**src/rtl/load_store_unit.sv**
```systemverilog
// Load/store unit between the EX/MEM stage and a 64-bit doubleword data memory.
// Handles RV64 B/H/W/D loads with sign/zero extension and stores, using
// read-modify-write for sub-doubleword stores.
// Optional feature macro: LSU_MISALIGN_TRAP_EN (misaligned accesses report an
// error instead of being forced to natural alignment).
module load_store_unit #(
  parameter int unsigned RD_LATENCY = 1
) (
  input  logic        clk,
  input  logic        reset,
  input  logic        req_valid,
  output logic        req_ready,
  input  logic        req_write,
  input  logic [2:0]  req_funct3,
  input  logic [63:0] req_addr,
  input  logic [63:0] req_wdata,
  output logic        resp_valid,
  output logic [63:0] resp_rdata,
  output logic        resp_err,
  output logic [63:0] Mem_Addr,
  output logic [63:0] Write_Data,
  output logic        MemWrite,
  output logic        MemRead,
  input  logic [63:0] Read_Data
);

  typedef enum logic [1:0] {StIdle, StRdWait, StWr, StResp} state_e;

  state_e      state_q, state_d;
  logic [63:0] addr_q, wdata_q, rd_q;
  logic [2:0]  funct3_q, cnt_q;
  logic        write_q, err_q;

  logic        accept, lat_done;
  logic        req_illegal, req_misalign, req_err;
  logic [2:0]  req_mask;
  logic [63:0] req_eff_addr;

  // Request decode: low-address mask covers the bytes inside one access.
  assign req_mask     = 3'((4'd1 << req_funct3[1:0]) - 4'd1);
  assign req_illegal  = (req_funct3 == 3'b111) || (req_write && req_funct3[2]);
  assign req_misalign = |(req_addr[2:0] & req_mask);
`ifdef LSU_MISALIGN_TRAP_EN
  assign req_err      = req_illegal || req_misalign;
  assign req_eff_addr = req_addr;
`else
  assign req_err      = req_illegal;
  assign req_eff_addr = {req_addr[63:3], req_addr[2:0] & ~req_mask};
`endif

  assign accept   = req_valid && (state_q == StIdle);
  assign lat_done = (cnt_q == 3'(RD_LATENCY - 1));

  // State register with synchronous active-low reset.
  always_ff @(posedge clk) begin
    if (!reset) state_q <= StIdle;
    else        state_q <= state_d;
  end

  // Next-state logic.
  always_comb begin
    state_d = state_q;
    unique case (state_q)
      StIdle: begin
        if (accept) begin
          if (req_err)                                state_d = StResp;
          else if (req_write && req_funct3 == 3'b011) state_d = StWr;
          else                                        state_d = StRdWait;
        end
      end
      StRdWait: if (lat_done) state_d = write_q ? StWr : StResp;
      StWr:     state_d = StResp;
      StResp:   state_d = StIdle;
    endcase
  end

  // Request latch, read-latency counter and captured memory doubleword.
  always_ff @(posedge clk) begin
    if (!reset) begin
      addr_q   <= '0;
      wdata_q  <= '0;
      rd_q     <= '0;
      funct3_q <= '0;
      cnt_q    <= '0;
      write_q  <= 1'b0;
      err_q    <= 1'b0;
    end else begin
      if (accept) begin
        addr_q   <= req_eff_addr;
        wdata_q  <= req_wdata;
        funct3_q <= req_funct3;
        write_q  <= req_write;
        err_q    <= req_err;
        cnt_q    <= '0;
      end
      if (state_q == StRdWait) begin
        cnt_q <= cnt_q + 3'd1;
        if (lat_done) rd_q <= Read_Data;
      end
    end
  end

  logic [5:0]  shamt;
  logic [63:0] size_mask, ld_shifted, ld_ext, merged;

  assign shamt      = {addr_q[2:0], 3'b000};
  assign ld_shifted = rd_q >> shamt;

  // Lane extraction/extension for loads and byte-lane merge for stores.
  always_comb begin
    size_mask = '1;
    unique case (funct3_q[1:0])
      2'b00: size_mask = 64'h0000_0000_0000_00ff;
      2'b01: size_mask = 64'h0000_0000_0000_ffff;
      2'b10: size_mask = 64'h0000_0000_ffff_ffff;
      2'b11: size_mask = '1;
    endcase
    ld_ext = '0;
    case (funct3_q)
      3'b000:  ld_ext = {{56{ld_shifted[7]}}, ld_shifted[7:0]};
      3'b001:  ld_ext = {{48{ld_shifted[15]}}, ld_shifted[15:0]};
      3'b010:  ld_ext = {{32{ld_shifted[31]}}, ld_shifted[31:0]};
      3'b011:  ld_ext = ld_shifted;
      3'b100:  ld_ext = {56'd0, ld_shifted[7:0]};
      3'b101:  ld_ext = {48'd0, ld_shifted[15:0]};
      3'b110:  ld_ext = {32'd0, ld_shifted[31:0]};
      default: ld_ext = '0;
    endcase
    // SD has a full mask, so the stale rd_q never reaches memory.
    merged = (rd_q & ~(size_mask << shamt)) | ((wdata_q & size_mask) << shamt);
  end

  // Output decode from the current state.
  always_comb begin
    req_ready  = (state_q == StIdle);
    MemRead    = (state_q == StRdWait);
    MemWrite   = (state_q == StWr);
    Mem_Addr   = {addr_q[63:3], 3'b000};
    Write_Data = (state_q == StWr) ? merged : '0;
    resp_valid = (state_q == StResp);
    resp_err   = (state_q == StResp) && err_q;
    resp_rdata = ((state_q == StResp) && !write_q && !err_q) ? ld_ext : '0;
  end

endmodule
```
**config.mk**
```make
export PLATFORM = sky130hd
export DESIGN_NAME = load_store_unit
export DESIGN_NICKNAME = d
export VERILOG_FILES = /design/src/rtl/load_store_unit.sv
export SDC_FILE = /design/constraint.sdc
export NUM_CORES = 1
export LEC_CHECK = 0
export ABC_AREA = 1
export CAP_MARGIN = 10
export CELL_PAD_IN_SITES_DETAIL_PLACEMENT = 0
export CELL_PAD_IN_SITES_GLOBAL_PLACEMENT = 1
export CORE_ASPECT_RATIO = 0.5
export CORE_MARGIN = 10
export CORE_UTILIZATION = 29
export CTS_CLUSTER_SIZE = 28
export DETAILED_ROUTE_END_ITERATION = 8
export HOLD_SLACK_MARGIN = 0.08
export PLACE_DENSITY_LB_ADDON = 0.1
export SYNTH_ARGS = -nofsm -noshare
export SYNTH_HDL_FRONTEND = slang
export SYNTH_SLANG_ARGS = --single-unit
```
**constraint.sdc**
```tcl
create_clock -name clk -period 1.8 [get_ports clk]
set_input_delay 0.45 -clock clk [delete_from_list [all_inputs] [get_ports clk]]
set_output_delay 0.45 -clock clk [all_outputs]
set_load 0.1 [all_outputs]
```
==> metrics.csv, run 1 <==
metric,value,unit
status,"complete, but fails checks",
violations,setup timing,
slew_headroom,0.609,
clock_sinks,202,
ys_seq_area_frac,0.320,
synthCells,2083,
worst_path_max_delay_cell,dfxtp_4,
finalCriticalPeriod,2.85,ns
power.total,38.8,mW
path_class,reg2out,
grt_max_degree,77,
drt_iter0_drc,1331,
vias_per_cell,4.98,
wirelength,65700,um
finClkSkew,0.0192,ns
core,42500,um^2
period_share,1.59,
worstHoldPathType,in2reg,
top_level_ports,396,
drv_slew,0,
synth_top_area_cell,dfxtp_1,
die_y,168,um
max_stage_delay,0.41,ns
place_congestion,0.954,
hold_ws,0.374,ns
area_delta_synth_final,96.5,%
worst-path-max-fanout,6,
num_antenna_cells,0,
port_buffers,392,
grt_antenna_before_repair,0,
critical_path_required,1.35,ns
num_vias,16000,
grt_pass1_vias,15300,
worstPathCellList,"buf_8, nor2_4, buf_6, nand2_2, nand4_1, nand2_4, buf_4, o21ai_4, nor2_2, nor2_4, buf_12",
synthTopCellsByArea,"dfxtp_1 32%, nand2_1 11%, nor2_1 11%",
clockRootBuffer,clkbuf_16,
avgSynthCellArea,6.07,um^2
cts_tree,done,
start_kind,register,
die_area,52900,um^2
drtAntennaViolNets,0,
cts_hold_buf,0,
max_freq,350,MHz
maxCapViolCount,0,
synth_cell_type_count,33,
row_count,53,
clk_latency,0.55,ns
p_per_area,1560,nW/um^2
critPathCaptureType,primary output,
clkTransAtPathRegs,0.07,ns
place_hpwl,52500,um
cts_buffers,23,
grt_pass1_wl,95400,um
die_x,315,um
fillers,3946,
worst_slack,-1.05,ns
syn-cell-area,12700,um^2
cp_common_cell,nor2_4,
arrival,2.40,ns
layout_commonest_cell,nor2_1,
h-tree-depth,1,
drive_above_1_share,0.398,
ys_warn_count,0,
rsz0062_at_grt,yes,
wl_per_cell,20.5,um
floorplan.initialDensity,0.298,
synth-seq-cells,202,
firstDrtPassIters,5,
track_usage,0.232,
cellLeakagePower,9.45,nW
worstMarginPinSlew,0.584,ns
clock_path_buffers,3,
mostFrequentLayoutCells,"293 x nor2_1, 265 x nand2_1, 248 x buf_4",
finalNetCount,2818,
setup_viol,132,
drc,0,
ir_drop,0.00101,V
synth_top_area_share,0.320,
finalHoldViolCount,0,
grt_overflow,0,
registers in the layout, summed over array words and instances (netlist names):
register	count
addr_q	64
err_q	1
state_q	2
wdata_q	64
funct3_q	3
rd_q	64
write_q	1
cnt_q	3
critical path: cells and delay by family (launching register included):
kind | cells | cell delay (ns)
flops | 1 | 0.41
buf+inv | 4 | 0.64
simple gates | 6 | 0.64
compound gates | 1 | 0.16
power breakdown:
group,internal [mW],switching (mW),leakage (nW)
logic,9.86,16.3,7.41
clock network,2.86,2.12,0.373
registers,5.99,1.61,1.67
cell type report:
cell class / instances / area, um^2 / area share
clock inverter: 10 / 126 / 0.00508
sequential: 202 / 4070 / 0.164
clock buffer: 30 / 652 / 0.0262
tap: 577 / 722 / 0.0290
timing repair buffer: 728 / 9260 / 0.372
timing repair inverter: 1 / 8.76 / 0.000352
multi-input combinational: 1527 / 9380 / 0.377
inverter: 130 / 652 / 0.0262
through the flow:
stage	setup slack (ns)	util	setup TNS (ns)	cells	area, um^2
final	-1.05	0.585	-118.08	3205	24900
after detailed placement	-0.577	0.524	-50.14	3131	22300
after global placement	-0.589	0.524	-48.66	3131	22300
after global routing	-1.13	0.585	-127.70	3205	24900
after floorplan	-0.513	-	-55.45	2085	14300
after CTS	-1.00	0.556	-116.39	3183	23600
Yosys cell counts (all sizes together):
cell type,count
dfxtp,202
buf,134
clkbuf,92
a31oi,7
inv,129
o211ai,41
a21oi,152
clkinv,1
o21a,1
o21bai,1
conb,1
or2,11
and2,2
o21ai,303
nand4,1
ha,6
nand3,227
a211oi,2
nand2,386
a21boi,1
nor2,383
layer usage:
layer	GRT usage	vias up	share of wire
li1	-	7822	-
met1	0.298	7464	0.42
met2	0.384	587	0.47
met3	0.0578	86	0.078
met4	0.0527	0	0.025
met5	0	-	0
worst paths after layout:
| path | to | slack, ns | start | depth (start not counted) |
|---|---|---|---|---|
| hold / removal | rd_q[3] | 0.37 | reset | 4 |
| setup reg to reg | rd_q[49] | 0.02 | state_q[1] | 9 |
| hold reg to reg | rd_q[61] | 0.48 | rd_q[61] | 2 |
| setup / recovery | Write_Data[35] | -1.05 | addr_q[0] | 11 |
logic make-up after synthesis:
kind of cell / count (synthesis) / synth area share
AND/OR/NAND/NOR: 1010 / 0.329
AO/OA/AOI/OAI: 508 / 0.211
buffers and inverters: 356 / 0.134
flip-flops: 202 / 0.320
adder cells (fa/ha/maj): 6 / 0.00593
other: 1 / 0.000296
repair_timing:
| item | CTS | global route |
|---|---|---|
| gates cloned | 3 | 4 |
| pin swaps | 39 | 72 |
| buffers inserted | 9 | 23 |
| gates resized for setup | 144 | 271 |
| endpoints found under the setup margin | 133 | 133 |
Power figures use the tool's default switching activity.
==> inputs of run 2 (changes only) <==
- CTS_BUF_LIST: unset -> sky130_fd_sc_hd__clkbuf_2
==> metrics.csv, run 2 (synthesis gave the netlist of run 1 again) <==
metric,value,unit,change
status,"complete, but fails checks",,
violations,setup timing,,
seqPwrFrac,0.204,,+0.008
num_vias,16500,,+3.5%
clock_path_buffers,3,,unchanged
p_sw_frac,0.536,,+0.0183
wl_per_cell,19.8,um,-3.5%
vias_per_cell,4.93,,-0.98%
worstHoldPathType,in2reg,,
rsz0062_at_grt,yes,,
worstMarginPinSlew,0.582,ns,-0.00208 ns
area_delta_synth_final,98.8,%,
critical_path_required,1.35,ns,about the same
finalHoldViolCount,0,,unchanged
clk_latency,1.00,ns,+0.45 ns
cellLeakagePower,9.71,nW,+2.7%
pwr-share-clk,0.099,,-0.030
rrSetupSlack,0.09,ns,+0.07 ns
max_freq,305,MHz,-13%
period_share,1.82,,+0.238
slew_headroom,0.610,,+0.00140
clockRootBuffer,clkbuf_2,,
drive_above_1_share,0.366,,-0.0319
clkTransAtPathRegs,0.11,ns,+0.04 ns
top_level_ports,396,,unchanged
layout_commonest_cell,nor2_1,,
mostFrequentLayoutCells,"296 x nor2_1, 291 x nand2_1, 255 x buf_4",,
switchingPower,19.8,mW,-1.0%
row_count,53,,unchanged
hold_ws,0.129,ns,-0.245 ns
dpl_cell_area,22300,um^2,unchanged
die_x,315,um,unchanged
holdPathStages,3,,-1
worstRegToRegCells,8,,-1
grt_antenna_before_repair,1,,+1
firstDrtPassIters,5,,unchanged
die_area,52900,um^2,unchanged
place_hpwl,52500,um,unchanged
core,42500,um^2,unchanged
grt_pass1_wl,98000,um,+2.7%
ir_drop,0.000859,V,-15%
worst-path-max-fanout,6,,unchanged
path_class,reg2out,,
p_per_area,1470,nW/um^2,-5.5%
drt_iter0_drc,1352,,+1.6%
arrival,2.83,ns,+0.43 ns
power.total,37.1,mW,-4.4%
worst_slack,-1.48,ns,-0.428 ns
clock_sinks,202,,unchanged
cts_buffers,53,,+130%
port_buffers,392,,unchanged
top_regs,"addr_q x64, rd_q x64, wdata_q x64",,
min_to,rd_q[19],,
drc,0,,unchanged
grt_max_degree,77,,unchanged
h-tree-depth,2,,+1
final_area,25100,um^2,+1.2%
grt_overflow,0,,unchanged
track_usage,0.237,,+0.00523
critPathCaptureType,primary output,,
drv_slew,0,,unchanged
place_congestion,0.954,,unchanged
combPwrFrac,0.697,,+0.022
tns,-187.15,ns,-69.07 ns
p_int,17.2,mW,-8.0%
finClkSkew,0.113,ns,+0.0941 ns
start_kind,register,,
wirelength,66300,um,+0.86%
cts_tree,done,,
maxCapViolCount,0,,unchanged
drtAntennaViolNets,0,,unchanged
reg2reg_from,state_q[1],,
die_y,168,um,unchanged
floorplan.initialDensity,0.298,,unchanged
finalCriticalPeriod,3.28,ns,+0.428 ns
finalNetCount,2940,,+4.3%
setup_viol,194,,+47%
r2r_end,rd_q[49],,
grt_pass1_vias,16200,,+5.6%
hold_start,Read_Data[19],,
num_antenna_cells,0,,unchanged
## run 2: changes by cell type in the layout (fill, tap and decap cells not counted), sizes merged
cell         delta
bufinv          +1
clkinvlp        -2
clkinv         +19
bufbuf          +1
dlygate4sd3    +97
clkbuf         +36
inv             -2
buf             -6
## run 2: routing by layer
layer	share of wire	GRT usage	routed length [um]
met4	0.022	0.0595	1460
met2	0.47	0.392	31500
met5	0	0	0
met1	0.42	0.303	28000
met3	0.081	0.0603	5370
## run 2: final cells by class
class,count,area [um^2]
Clock buffer,65,325
Clock inverter,27,200
Fill cell,3962,17400
Inverter,130,644
Multi-Input combinational cell,1527,9030
Sequential cell,202,4070
Tap cell,577,722
Timing Repair Buffer,821,10200
## run 2: power groups by stage
stage / registers, mW / clock network [mW] / logic, mW
after global routing: 7.71 / 4.01 / 27.3
after detailed placement: 7.54 / 0 / 24.2
after floorplan: 6.86 / 0 / 15.0
after global placement: 7.51 / 0 / 24.2
after CTS: 7.47 / 3.77 / 25.1
final: 7.58 / 3.66 / 25.8
## run 2: what timing repair did
action,CTS,global route
gates resized for setup,143,166
pin swaps,40,34
endpoints found under the hold margin,167,0
setup endpoints to repair,194,194
setup buffers,7,18
gates cloned,3,4
hold buffers,97,0
## run 2: metrics by stage
step	std cells	utilization	setup slack, ns
2_1_floorplan	2085	-	-0.513
3_3_place_gp	3131	0.524	-0.589
3_5_place_dp	3131	0.524	-0.577
4_1_cts	3330	0.572	-1.50
5_1_grt	3349	0.592	-1.63
6_report	3349	0.592	-1.48
## run 2: worst max-delay path by stage
stage,slack (ns),end,from,cells after the start
CTS,-1.50,Write_Data[49],addr_q[0],11
global route,-1.63,Write_Data[54],addr_q[0],10
floorplan,-0.51,resp_rdata[10],addr_q[0],8
finish,-1.48,Write_Data[37],addr_q[0],11
global placement,-0.59,Write_Data[49],addr_q[0],11
detailed placement,-0.58,Write_Data[49],addr_q[0],11
## run 2: worst max-delay path, cell delays in order (launching register included)
cell	delay, ns
dfxtp_4	0.48
buf_8	0.15
nor2_4	0.04
buf_6	0.12
nand2_2	0.04
nand4_1	0.17
nand2_4	0.19
buf_4	0.13
o21ai_0	0.06
nor2_1	0.24
nor2_4	0.06
buf_12	0.17
==> inputs of run 3 (changes only) <==
- ABC_AREA: 1 -> 0
- CORE_UTILIZATION: 29 -> 38
- clock period: 1.8 -> 3.8 ns (I/O delays scaled with it)
==> metrics.csv, run 3 <==
metric,value,unit,change
critical_path_required,2.85,ns,+1.50 ns
wl_met2,28500,um,-9.4%
worstHoldPathType,reg2reg,,
firstDrtPassIters,8,,+3
die_area,44100,um^2,-17%
path_class,reg2out,,
ir_drop,0.000401,V,-53%
track_usage,0.260,,+0.0230
fin_cells,2652,,-21%
violations,setup timing,,
synth_xor_area_frac,0,,unchanged
yosysMostFrequentCell,nand2_1,,
h-tree-depth,2,,unchanged
wl_per_cell,23.3,um,+18%
synth_compound_area_frac,0.263,,+0.0526
mostFrequentLayoutCells,"545 x nand2_1, 258 x clkdlybuf4s50_1, 196 x a21boi_0",,
maxCapViolCount,0,,unchanged
p_per_area,525,nW/um^2,-64%
synth_top_area_share,0.298,,-0.0216
core,34800,um^2,-18%
drtAntennaViolNets,0,,unchanged
top_level_ports,396,,unchanged
drc,0,,unchanged
finalNetCount,2343,,-20%
cts_tree,done,,
worst-path-max-fanout,8,,+2
place_hpwl,43800,um,-17%
finalCriticalPeriod,3.95,ns,
layout_commonest_cell,nand2_1,,
wirelength,61800,um,-6.9%
drive_above_1_share,0.295,,-0.0716
place_congestion,0.927,,-2.8%
synth_cell_type_count,65,,+97%
critPathCaptureType,primary output,,
finClkSkew,0.150,ns,+0.0367 ns
cellLeakagePower,7.32,nW,-25%
dr.max_layer_used,met5,,
drv_slew,0,,unchanged
grt_antenna_before_repair,5,,+4
synthTopCellsByArea,"dfxtp_1 30%, nand2_1 16%, a21boi_0 12%",,
ys_seq_area_frac,0.298,,-0.0216
critPathTopFamily,buffers and inverters,,
clock_sinks,202,,unchanged
cp_num_buf_inv,4,,unchanged
die_y,154,um,-8.4%
synth_top_area_cell,dfxtp_1,,
clock_path_buffers,3,,unchanged
grt_max_degree,85,,+10%
clk_latency,0.97,ns,-0.03 ns
synth_enable_flop_cells,0,,unchanged
period_share,1.04,,
start_kind,register,,
slew_headroom,0.295,,-0.316
top_regs,"addr_q x64, rd_q x64, wdata_q x64",,
fin_util,0.617,,+0.0251
worst_path_max_delay_cell,dfxtp_4,,
grt_pass1_wl,88700,um,-9.5%
cts_hold_buf,0,,-100%
syn-cell-area,13600,um^2,+7.3%
drt_iter0_drc,1141,,-16%
row_count,48,,-9.4%
placed_cells,2503,,-20%
cts_buffers,48,,-9.4%
async_flop_share,0,,unchanged
status,"complete, but fails checks",,
cp_common_cell,buf_12,,
synth_top_family_by_area,compound AO/OA/AOI/OAI gates,,
avgSynthCellArea,7.53,um^2,+24%
area_delta_synth_final,58.3,%,
synth.top_cells.by_count,"570 x nand2_1, 225 x a21boi_0, 202 x dfxtp_1",,
worstPathCellList,"buf_12, or2_4, o22ai_2, o211ai_1, and3b_2, buf_6, buf_16, a21oi_4, buf_12",,
worstMarginPinSlew,1.06,ns,+0.474 ns
wl_met3,6380,um,+19%
worst_slack,-0.146,ns,+1.34 ns
grt_pass1_vias,13800,,-15%
synthSimpleGateAreaFrac,0.234,,-0.0954
arrival,3.00,ns,+0.17 ns
num_vias,14500,,-12%
max_freq,253,MHz,
die_x,287,um,-8.9%
synth-seq-cells,202,,unchanged
grt_overflow,0,,unchanged
vias_per_cell,5.45,,+11%
synthAdderAreaFrac,0.00627,,+0.000336
synthCells,1803,,-13%
port_buffers,392,,unchanged
yosys-mux-area-fraction,0.104,,+0.104
synthFlopType,dfxtp_1,,
setup_viol,62,,-68%
rsz0062_at_grt,yes,,
ys_warn_count,0,,unchanged
wl_met1,25100,um,-10%
finalHoldViolCount,0,,unchanged
max_stage_delay,0.43,ns,-0.05 ns
clockRootBuffer,clkbuf_2,,
clkTransAtPathRegs,0.14,ns,+0.03 ns
floorplan.initialDensity,0.390,,+0.0919
-- run 3: cell count changes after synthesis, sizes merged, moves of 14 or more --
| cell | change |
|---|---|
| and2 | +28 |
| nand2 | +184 |
| mux2 | +42 |
| inv | -123 |
| o211ai | -30 |
| o21ai | -230 |
| nor2b | +26 |
| mux2i | +64 |
| nand3 | -225 |
| a22oi | +14 |
| a21boi | +232 |
| nor2 | -312 |
| a21oi | -61 |
-- run 3: what timing repair did --
action                                  CTS  global route
buffers inserted                         26            19
endpoints found under the setup margin  125           124
pin swaps                                21            95
resized for setup                       163           206
cloned                                   10             8
-- run 3: final cells by class --
| cell class | instances | area [um^2] |
|---|---|---|
| Antenna cell | 4 | 10.0 |
| Inverter | 7 | 28.8 |
| Timing Repair Buffer | 496 | 6700 |
| Sequential cell | 202 | 4060 |
| Multi-Input combinational cell | 1383 | 9640 |
| Clock buffer | 68 | 340 |
| Clock inverter | 17 | 105 |
| Tap cell | 475 | 594 |
| Fill cell | 3176 | 13400 |
-- run 3: per-stage QoR --
stage / hold WS (ns) / power [mW] / setup TNS [ns] / worst slack (ns) / area [um^2]
after global placement: 0.449 / 8.88 / 0 / 0.487 / 18800
after detailed placement: 0.457 / 8.91 / 0 / 0.442 / 18800
after floorplan: 0.443 / 7.10 / -10.61 / -0.512 / 13800
after global routing: 0.486 / 11.8 / -11.93 / -0.227 / 21500
final: 0.466 / 11.3 / -4.87 / -0.146 / 21500
after CTS: 0.471 / 11.0 / -6.14 / -0.151 / 20400
-- run 3: layer usage --
metal	track usage	vias up
met2	0.418	717
met1	0.332	6828
met5	0	-
met4	0.0745	8
li1	-	6756
met3	0.0759	146
-- run 3: path summary, 6_finish.rpt --
| kind | slack [ns] | end | cells past startpoint | start |
|---|---|---|---|---|
| max | -0.15 | resp_rdata[58] | 9 | addr_q[0] |
| min | 0.47 | addr_q[57] | 2 | addr_q[57] |
| max reg2reg | 1.45 | rd_q[31] | 6 | state_q[1] |
| min reg2reg | 0.47 | addr_q[57] | 2 | addr_q[57] |
-- run 3: cells by family (layout without fill, tap and decap cells) --
kind of cell / Yosys count / count (layout)
and+or+nand+nor: 754 / 754
AOI/OAI and AO/OA: 500 / 500
buffers and inverters: 220 / 588
DFF: 202 / 202
muxes: 119 / 119
adders and majority gates: 7 / 7
other: 1 / 7
-- run 3: worst min-delay path: stages, from the launching register on --
cell	delay, ns
dfxtp_1	0.32
nand2_1	0.04
a21boi_0	0.06
-- run 3: where the power goes --
| part | switching (mW) | internal [mW] |
|---|---|---|
| sequential | 0.723 | 2.55 |
| clock | 0.997 | 0.558 |
| combinational | 4.23 | 2.21 |
| total | 5.95 | 5.32 |
